<file path="config.mk">
export PLATFORM = sky130hd
export DESIGN_NAME = reg_file_scoreboard
export DESIGN_NICKNAME = d
export VERILOG_FILES = /design/src/rtl/reg_file_pkg.sv /design/src/rtl/reg_scoreboard.sv /design/src/rtl/reg_file_scoreboard.sv
export SDC_FILE = /design/constraint.sdc
export NUM_CORES = 2
export LEC_CHECK = 0
export ABC_AREA = 1
export CORE_UTILIZATION = 35
export DETAILED_ROUTE_END_ITERATION = 10
export HOLD_SLACK_MARGIN = 0.12
export PLACE_DENSITY = 0.6
export SLEW_MARGIN = 20
export SYNTH_ARGS = -nofsm -noshare
export SYNTH_HDL_FRONTEND = slang
export SYNTH_SLANG_ARGS = --single-unit
export TNS_END_PERCENT = 10
</file>
<file path="constraint.sdc">
create_clock -name clk -period 8.2 [get_ports clk]
set_input_delay 1.23 -clock clk [delete_from_list [all_inputs] [get_ports clk]]
set_output_delay 1.23 -clock clk [all_outputs]
set_load 0.02 [all_outputs]
</file>
<file path="src/rtl/reg_file_pkg.sv">
// Shared defaults and typedefs for the register file with scoreboard.
// Contents:
//   WORD_DEF / REGISTER_NUMBER_DEF / READ_PORTS_DEF / WRITE_PORTS_DEF - default sizes
//   AW_DEF                                                            - default address width
//   addr_t / word_t                                                   - default address and data types
package reg_file_pkg;

    localparam int WORD_DEF            = 32;
    localparam int REGISTER_NUMBER_DEF = 32;
    localparam int READ_PORTS_DEF      = 2;
    localparam int WRITE_PORTS_DEF     = 1;
    localparam int AW_DEF              = $clog2(REGISTER_NUMBER_DEF);

    typedef logic [AW_DEF-1:0]   addr_t;
    typedef logic [WORD_DEF-1:0] word_t;

endpackage

</file>
<file path="src/rtl/reg_scoreboard.sv">
// Pending-write tracker: one busy bit per register plus a registered population count.
// Ports:
//   clk, reset_n    - clock, async active-low reset
//   issue_en_i      - reserve issue_addr_i (nonzero only)
//   issue_addr_i    - register being reserved
//   flush_i         - clear all busy bits (beats issue and write-clear)
//   wr_en_i         - per write port enable, clears the target busy bit
//   wr_addr_i       - flattened per-port write addresses
//   busy_o          - current busy vector (bit 0 always 0)
//   busy_count_o    - number of set busy bits
module reg_scoreboard
    import reg_file_pkg::*;
#(
    parameter int REGISTER_NUMBER = REGISTER_NUMBER_DEF,
    parameter int WRITE_PORTS     = WRITE_PORTS_DEF,
    parameter int AW              = $clog2(REGISTER_NUMBER)
) (
    input  logic                        clk,
    input  logic                        reset_n,
    input  logic                        issue_en_i,
    input  logic [AW-1:0]               issue_addr_i,
    input  logic                        flush_i,
    input  logic [WRITE_PORTS-1:0]      wr_en_i,
    input  logic [WRITE_PORTS*AW-1:0]   wr_addr_i,
    output logic [REGISTER_NUMBER-1:0]  busy_o,
    output logic [AW:0]                 busy_count_o
);

    logic [REGISTER_NUMBER-1:0] busy_q, busy_d;
    logic [AW:0]                cnt_q, cnt_d;

    // Priority, lowest to highest: write-clear, issue-set, flush.
    always_comb begin
        busy_d = busy_q;
        for (int w = 0; w < WRITE_PORTS; w++) begin
            if (wr_en_i[w]) busy_d[wr_addr_i[w*AW +: AW]] = 1'b0;
        end
        if (issue_en_i) busy_d[issue_addr_i] = 1'b1;
        if (flush_i) busy_d = '0;
        busy_d[0] = 1'b0;

        // Count is taken from the next-state vector so it lines up with busy_q.
        cnt_d = '0;
        for (int i = 0; i < REGISTER_NUMBER; i++) begin
            cnt_d = cnt_d + {{AW{1'b0}}, busy_d[i]};
        end
    end

    always_ff @(posedge clk or negedge reset_n) begin
        if (!reset_n) begin
            busy_q <= '0;
            cnt_q  <= '0;
        end else begin
            busy_q <= busy_d;
            cnt_q  <= cnt_d;
        end
    end

    assign busy_o       = busy_q;
    assign busy_count_o = cnt_q;

endmodule

</file>
<file path="src/rtl/reg_file_scoreboard.sv">
// Multi-ported register file with write-first bypass and a pending-write scoreboard.
// Register 0 is hardwired to zero and is never busy.
// Ports:
//   clk, reset_n - clock, async active-low reset (clears data, busy bits, count)
//   wr_en        - per write port enable; highest-numbered port wins on collisions
//   wr_addr      - flattened per-port write addresses
//   wr_data      - flattened per-port write data
//   rd_addr      - flattened per-port read addresses
//   rd_data      - flattened per-port read data (combinational, write-first)
//   rd_ready     - per read port: operand not pending, or being written this cycle
//   issue_en     - reserve issue_addr as pending
//   issue_addr   - register being reserved
//   flush        - clear all pending marks at next edge
//   busy_count   - registered count of pending registers
module reg_file_scoreboard
    import reg_file_pkg::*;
#(
    parameter int WORD            = WORD_DEF,
    parameter int REGISTER_NUMBER = REGISTER_NUMBER_DEF,
    parameter int READ_PORTS      = READ_PORTS_DEF,
    parameter int WRITE_PORTS     = WRITE_PORTS_DEF,
    parameter int AW              = $clog2(REGISTER_NUMBER)
) (
    input  logic                          clk,
    input  logic                          reset_n,
    input  logic [WRITE_PORTS-1:0]        wr_en,
    input  logic [WRITE_PORTS*AW-1:0]     wr_addr,
    input  logic [WRITE_PORTS*WORD-1:0]   wr_data,
    input  logic [READ_PORTS*AW-1:0]      rd_addr,
    output logic [READ_PORTS*WORD-1:0]    rd_data,
    output logic [READ_PORTS-1:0]         rd_ready,
    input  logic                          issue_en,
    input  logic [AW-1:0]                 issue_addr,
    input  logic                          flush,
    output logic [AW:0]                   busy_count
);

    logic [WORD-1:0]            regs_q [REGISTER_NUMBER];
    logic [WORD-1:0]            regs_d [REGISTER_NUMBER];
    logic [REGISTER_NUMBER-1:0] busy;

    // Later ports overwrite earlier ones, so port WRITE_PORTS-1 wins.
    always_comb begin
        regs_d = regs_q;
        for (int w = 0; w < WRITE_PORTS; w++) begin
            if (wr_en[w]) regs_d[wr_addr[w*AW +: AW]] = wr_data[w*WORD +: WORD];
        end
        regs_d[0] = '0;
    end

    always_ff @(posedge clk or negedge reset_n) begin
        if (!reset_n) begin
            for (int i = 0; i < REGISTER_NUMBER; i++) regs_q[i] <= '0;
        end else begin
            regs_q <= regs_d;
        end
    end

    for (genvar p = 0; p < READ_PORTS; p++) begin : g_rd
        logic [AW-1:0]   addr;
        logic [WORD-1:0] data;
        logic            hit;

        assign addr = rd_addr[p*AW +: AW];

        always_comb begin
            data = regs_q[addr];
            hit  = 1'b0;
            for (int w = 0; w < WRITE_PORTS; w++) begin
                if (wr_en[w] && (wr_addr[w*AW +: AW] == addr)) begin
                    data = wr_data[w*WORD +: WORD];
                    hit  = 1'b1;
                end
            end
        end

        // Address 0 overrides any bypass hit: it reads zero and is always ready.
        assign rd_data[p*WORD +: WORD] = (addr == '0) ? '0 : data;
        assign rd_ready[p]             = (addr == '0) | hit | ~busy[addr];
    end

    reg_scoreboard #(
        .REGISTER_NUMBER (REGISTER_NUMBER),
        .WRITE_PORTS     (WRITE_PORTS),
        .AW              (AW)
    ) u_scoreboard (
        .clk          (clk),
        .reset_n      (reset_n),
        .issue_en_i   (issue_en),
        .issue_addr_i (issue_addr),
        .flush_i      (flush),
        .wr_en_i      (wr_en),
        .wr_addr_i    (wr_addr),
        .busy_o       (busy),
        .busy_count_o (busy_count)
    );

endmodule

</file>
* Word level (Yosys, flattened, before mapping)
Index checks and enable logic that the tools add are counted.
W data, S select, Z words.
** Operators by class
- Muxes and demuxes :: 26
- Equal/unequal tests :: 2
- $add $sub $neg :: 30
- Reduce and logical (&&, ||, !) cells :: 7
- Bitwise logic cells :: 12
- $lt $le $gt $ge :: 10
** Operator list (number)
- $bwmux W1024 :: 1
- $mux W32 :: 12
- $bmux W32 S5 :: 2
- $add A6 B1 Y6 :: 29
- $demux W32 S5 :: 1
- $and A32 B32 Y32 :: 1
- $not A32 Y32 :: 1
- $or A32 B32 Y32 :: 1
- $lt A5 B6 Y1 const B :: 4
- $ge A6 B6 Y1 const B :: 3
- $not A5 Y6 :: 3
- $bmux W1 S5 :: 2
- $demux W1 S5 :: 2
- $eq A5 B5 Y1 :: 2
- $ge A5 B1 Y1 const B :: 2
- $logic_not A5 Y1 :: 2
- $lt A6 B1 Y1 const B :: 1
- $mux W1 :: 6
- $logic_and A1 B1 Y1 :: 5
- $or A1 B1 Y1 :: 4
- $add A1 B1 Y2 :: 1
- $not A1 Y1 :: 2
** Storage, ports and cells
- Bits in registers :: 1029
- Logic and storage cells :: 120

* Logic depth before layout (Yosys ltp)
- Depth in word-level cells :: 40
- Gate-level depth with buffers :: 27
- Gate-level depth less buffers :: 26

* Hierarchy
A second synthesis with hierarchy kept.
** Second synthesis, totals
- Cell total of the unflattened synthesis :: 8808
- Area, all modules :: 59859.9 sq um
** Modules (own cells, without submodules)
- reg_file_scoreboard :: area an instance 57154.8 sq um, cells each 8477, instances 1, seq. area each 24823.8 sq um
- reg_scoreboard :: area an instance 2705.1 sq um, cells each 331, instances 1, seq. area each 925.9 sq um

* Worst setup path after synthesis
OpenSTA, ideal clock, no wires.
- Path kind :: input -> register
- Start point :: input port wr_addr[4]
- End point :: register u_scoreboard.cnt_q[4], in the netlist u_scoreboard.busy_count_o[4]
- Stages :: 24
- Required time :: 8121 ps
- Buffers on the path :: 2
- Library setup time :: 79 ps
- Setup slack :: 1853 ps
- Arrival :: 6268 ps
- Cell sequence :: buf_4 -> inv_2 -> nor3_1 -> inv_2 -> nor2_4 -> inv_2 -> buf_2 -> nand2_1 -> a21oi_1 -> inv_1 -> fa_1 -> fa_1 -> inv_1 -> fa_1 -> inv_1 -> fa_1 -> fa_1 -> inv_1 -> fa_1 -> ha_1 -> inv_1 -> fa_1 -> o21ai_0 -> xor2_1
** Between the ends
- Elaborated cells on any way between the ends :: 41
** RTL lines
- start, declared :: line reg_file_scoreboard.sv:27 : input logic [WRITE_PORTS*AW-1:0] wr_addr,
- $lt A5 B6 Y1 (not written as such) or $ge A5 B1 Y1 (tied branches) :: line reg_scoreboard.sv:36 : if (wr_en_i[w]) busy_d[wr_addr_i[w*AW +: AW]] = 1'b0;
- $logic_and A1 B1 Y1 (not written as such) :: line reg_scoreboard.sv:36
- $mux W1 (not written as such) :: line reg_scoreboard.sv:36
- $demux W1 S5 (*)
- $not A32 Y32 (no source line) (*)
- $and A32 B32 Y32 (no source line) (*)
- $mux W32 (*) :: line reg_scoreboard.sv:36
- $or A32 B32 Y32 (no source line)
- $mux W32 (*) :: line reg_scoreboard.sv:38 : if (issue_en_i) busy_d[issue_addr_i] = 1'b1;
- $mux W32 (*) :: line reg_scoreboard.sv:39 : if (flush_i) busy_d = '0;
- via u_scoreboard.busy_d[27] :: line reg_scoreboard.sv:29 : logic [REGISTER_NUMBER-1:0] busy_q, busy_d;
- $add A6 B1 Y6 (*) (5 in a row) :: line reg_scoreboard.sv:45 : cnt_d = cnt_d + {{AW{1'b0}}, busy_d[i]};
- via u_scoreboard.cnt_d[4] :: line reg_scoreboard.sv:30 : logic [AW:0] cnt_q, cnt_d;
- end signal, assigned :: line reg_scoreboard.sv:55 : cnt_q <= cnt_d;
- end, declared :: line reg_scoreboard.sv:30
Mark *: on every way through the listed nets, which the timed path passes. The rest lies on a longest branch.
A chain may end at the register's enable or synchronous reset.

* Final worst setup path
- Start point :: input port wr_addr[4]
- End point :: register u_scoreboard.cnt_q[4], in the netlist u_scoreboard.busy_count_o[4]
** Between the ends
- Elaborated cells on any way between the ends :: 41
** RTL lines (line)
- $lt A5 B6 Y1 (not written as such) or $ge A5 B1 Y1 (tied branches) :: reg_scoreboard.sv:36
- $logic_and A1 B1 Y1 (not written as such) :: reg_scoreboard.sv:36
- $mux W1 (not written as such) :: reg_scoreboard.sv:36
- $demux W1 S5 (*)
- $not A32 Y32 (no source line) (*)
- $and A32 B32 Y32 (no source line) (*)
- $mux W32 (*) :: reg_scoreboard.sv:36
- $or A32 B32 Y32 (no source line)
- $mux W32 (*) :: reg_scoreboard.sv:38
- $mux W32 (*) :: reg_scoreboard.sv:39
- via u_scoreboard.busy_d[19] :: reg_scoreboard.sv:29
- $add A6 B1 Y6 (*) (13 in a row) :: reg_scoreboard.sv:45
- via u_scoreboard.cnt_d[4] :: reg_scoreboard.sv:30
Marks and branches as above.

==> metrics.txt <==
status finished, final reports clean; cells after synthesis 8567; top-area cell type share of the netlist area 0.4311; crit share post-route 0.8490; register bit count reported by yosys between 1000 and 1500; multi-input logic area 0.02800 mm²; area grow syn2layout 10.47%; Switching Share 0.3331; syn nets 8656; critical path launch point type input pin; vias post-DR approximately 61000; Setup Buffers After CTS 0; RSZ-0062 raised after global routing no; GRT Util Overall 0.2953; Num CTS Buffers 117; core area 0.1695 mm²; die area 0.1723 mm²; FF-to-FF Start u_scoreboard.busy_o[15]$_DFF_PN0_; Setup TNS Final 0 ns; post-CTS resize count 0; antenna violations before repair 14; Post-DP HPWL approximately 140000 µm; # port buffers between 100 and 150; min cycle time layout 6.962 ns; CTS tree done; slowest CP cell clkdlybuf4s50_1; pin count of the biggest net entering global routing between 150 and 200; initial core utilization 0.3525; Post-synth EDFFs 0; Worst Path Arrival roughly 7.6 ns; FF+latch area between 0.02 and 0.03 mm²; critical-path maximum fanout 7; TritonCTS Sinks between 1000 and 1500; Die Wd between 400 and 500 µm; Final Power between 15 and 20 mW; Comb power frac 0.220; final net count roughly 8300; number of fill cells ~17000; slowest cell delay on critical path between 0.6 and 0.7 ns; worst-path cell chain clkdlybuf4s50_1, inv_2, nor3_1, inv_1, nor2_2, inv_2, nand2_1, a21oi_1, inv_1, fa_1, fa_1, inv_1, fa_1, inv_1, fa_1, fa_1, inv_1, fa_1, ha_1, inv_1, fa_1, o21ai_0, xor2_1; Pins Over Slew Limit 0; CTS max path bufs 3; # IOs roughly 130; Final Core Density 0.3893; Synth area leaders dfrtp_1, nand2_1, nand3_1; Lkg Pwr approximately 30 nW; max_slew headroom 0.1761; worst skew pair latency between 0.7 and 0.8 ns; Reg-to-Reg End u_scoreboard.busy_count_o[4]$_DFF_PN0_; clk slew on worst S/H paths around 0.06 ns; area leader, netlist dfrtp_1; Worst-Margin Slew 1.236 ns; crit-path leading delay family adder cells; ys flop type dfrtp_1; Synth Cell Area around 0.06 mm²; Layout Skew a little over 0.006 ns; crit path kind in2reg; H-tree levels 3; first-pass GRT wire length about 380000 µm; ys async rst share 1.000; Buf/Inv on CP 9; highest clock rate between 100 and 150 MHz; PD cells between 200 and 250 mW/mm²; vias per cell 5.758; # rows 151; CP dominant cell by count fa_1; Switch Pwr around 5.1 mW; total wire length between 200000 and 300000 µm; Worst Path Required 8.87 ns; gpl congestion between 0.8 and 0.9; most frequent cells in the layout nand2_1, nand3_1, o21ai_0, dfrtp_1, inv_1; sequential share of power 0.432; Fin. Hold Viols 0; grt ovf 0; Die Span Y slightly above 400 µm; Avg Inst Size Synth 6.972 µm²; first drt pass iteration count 7; reg2reg path depth 17; number of max-cap violations 0; share of cells above drive strength 1 0.04910; # DRC 0; final setup violation count 0; critical path capture point type register; hold_ws 0.4494 ns; Yosys cell types 32; Clk pwr share 0.347; vias in the first global route roughly 57000; Max rail drop VDD around 0.17 mV; commonest non-fill, non-tap cell in the layout nand2_1; sequential area share after synthesis 0.4311; Post-CTS Hold Fix Bufs 0; Register-to-Register Setup Slack slightly above 3 ns; Final ANT Viol Nets 0; Yosys Warn Count 0; Internal 10.28 mW; Worst Hold Class in2async; root buffer cell clkbuf_16; WL/cell about 25 µm; initial DRC count slightly above 8000
[per-layer routing]
| layer | GRT usage | up-vias | part of all wire |
|---|---|---|---|
| met2 | 0.4548 | 4003 | 0.44 |
| met1 | 0.3815 | 28801 | 0.39 |
| met5 | 0 | - | 0.00010 |
| li1 | - | 27135 | - |
| met3 | 0.05884 | 763 | 0.11 |
| met4 | 0.1799 | 4 | 0.062 |
[through the flow]
| stage | instance area, µm² | setup WS [ns] | std cells |
|---|---|---|---|
| 3_5_place_dp | 62090 | 0.5449 | 10316 |
| 4_1_cts | 65920 | 1.285 | 10526 |
| 3_3_place_gp | 62090 | 0.5741 | 10316 |
| 2_1_floorplan | 59730 | 1.853 | 8567 |
| 6_report | 65980 | 1.238 | 10542 |
| 5_1_grt | 65960 | 0.9125 | 10534 |
[cells by family after synthesis]
group,count (synthesis),share of synthesized area
AND/OR/NAND/NOR,4185,0.2916
flip-flops,1029,0.4311
adder cells (fa/ha/maj),32,0.009594
buffers and inverters,1526,0.1029
XOR/XNOR,5,0.0007333
AO/OA/AOI/OAI,1790,0.1641
[worst reg2reg max path: stages, from the launching register on]
cell	delay, ns
dfrtp_1	0.40
o21ai_0	0.11
a21oi_1	0.18
inv_1	0.10
fa_1	0.56
inv_1	0.06
fa_1	0.51
inv_1	0.06
fa_1	0.52
fa_1	0.43
fa_1	0.49
inv_1	0.05
fa_1	0.49
ha_1	0.15
inv_1	0.07
fa_1	0.45
o21ai_0	0.25
xor2_1	0.17
[synth_stat cells (2+ instances only)]
cell      instances
o21ai_1          50
xor2_1            3
ha_1              9
dfrtp_1        1029
a21oi_1         295
a31oi_1           2
nand3_1        1218
nor2_1          285
xnor2_1           2
nor2_2           16
nor2_4            7
fa_1             23
buf_1            77
inv_2            26
o211ai_1        330
buf_2           272
clkbuf_1        370
nand2_1        2630
o31ai_1           2
nor3_2            4
buf_4            19
nor3_1           16
o21ai_0        1108
nand4_1           6
inv_1           761
[registers in the layout, indices dropped and copies added, names as in the netlist]
signal and cells:
u_scoreboard.busy_o 31, regs_q 992, u_scoreboard.busy_count_o 6
[layout make-up]
class	instances	area share
antenna	15	0.0005689
clock buffer	185	0.05454
clock inverter	25	0.003508
inverter	787	0.04538
multi-input combinational	6012	0.4244
sequential	1029	0.3903
tap	2218	0.04206
timing repair buffer	271	0.03927
[power groups by stage]
stage | Combinational [mW] | Sequential (mW) | Clock, mW
after CTS | 3.34 | 6.64 | 5.39
after detailed placement | 3.33 | 6.71 | 0
after global routing | 3.81 | 6.77 | 5.57
after floorplan | 2.30 | 6.58 | 0
final | 3.40 | 6.66 | 5.36
after global placement | 3.25 | 6.69 | 0
[worst max-delay path by stage]
stage / startpoint / end / slack [ns] / cells after the start
3_3_place_gp: wr_addr[4] / u_scoreboard.busy_count_o[4]$_DFF_PN0_ / 0.57 / 23
3_5_place_dp: wr_addr[4] / u_scoreboard.busy_count_o[4]$_DFF_PN0_ / 0.54 / 23
5_1_grt: wr_addr[4] / u_scoreboard.busy_count_o[4]$_DFF_PN0_ / 0.91 / 23
6_report: wr_addr[4] / u_scoreboard.busy_count_o[4]$_DFF_PN0_ / 1.24 / 23
4_1_cts: wr_addr[4] / u_scoreboard.busy_count_o[4]$_DFF_PN0_ / 1.28 / 23
2_1_floorplan: wr_addr[4] / u_scoreboard.busy_count_o[4]$_DFF_PN0_ / 1.85 / 24
No activity file was read; power rests on OpenSTA's default activity.
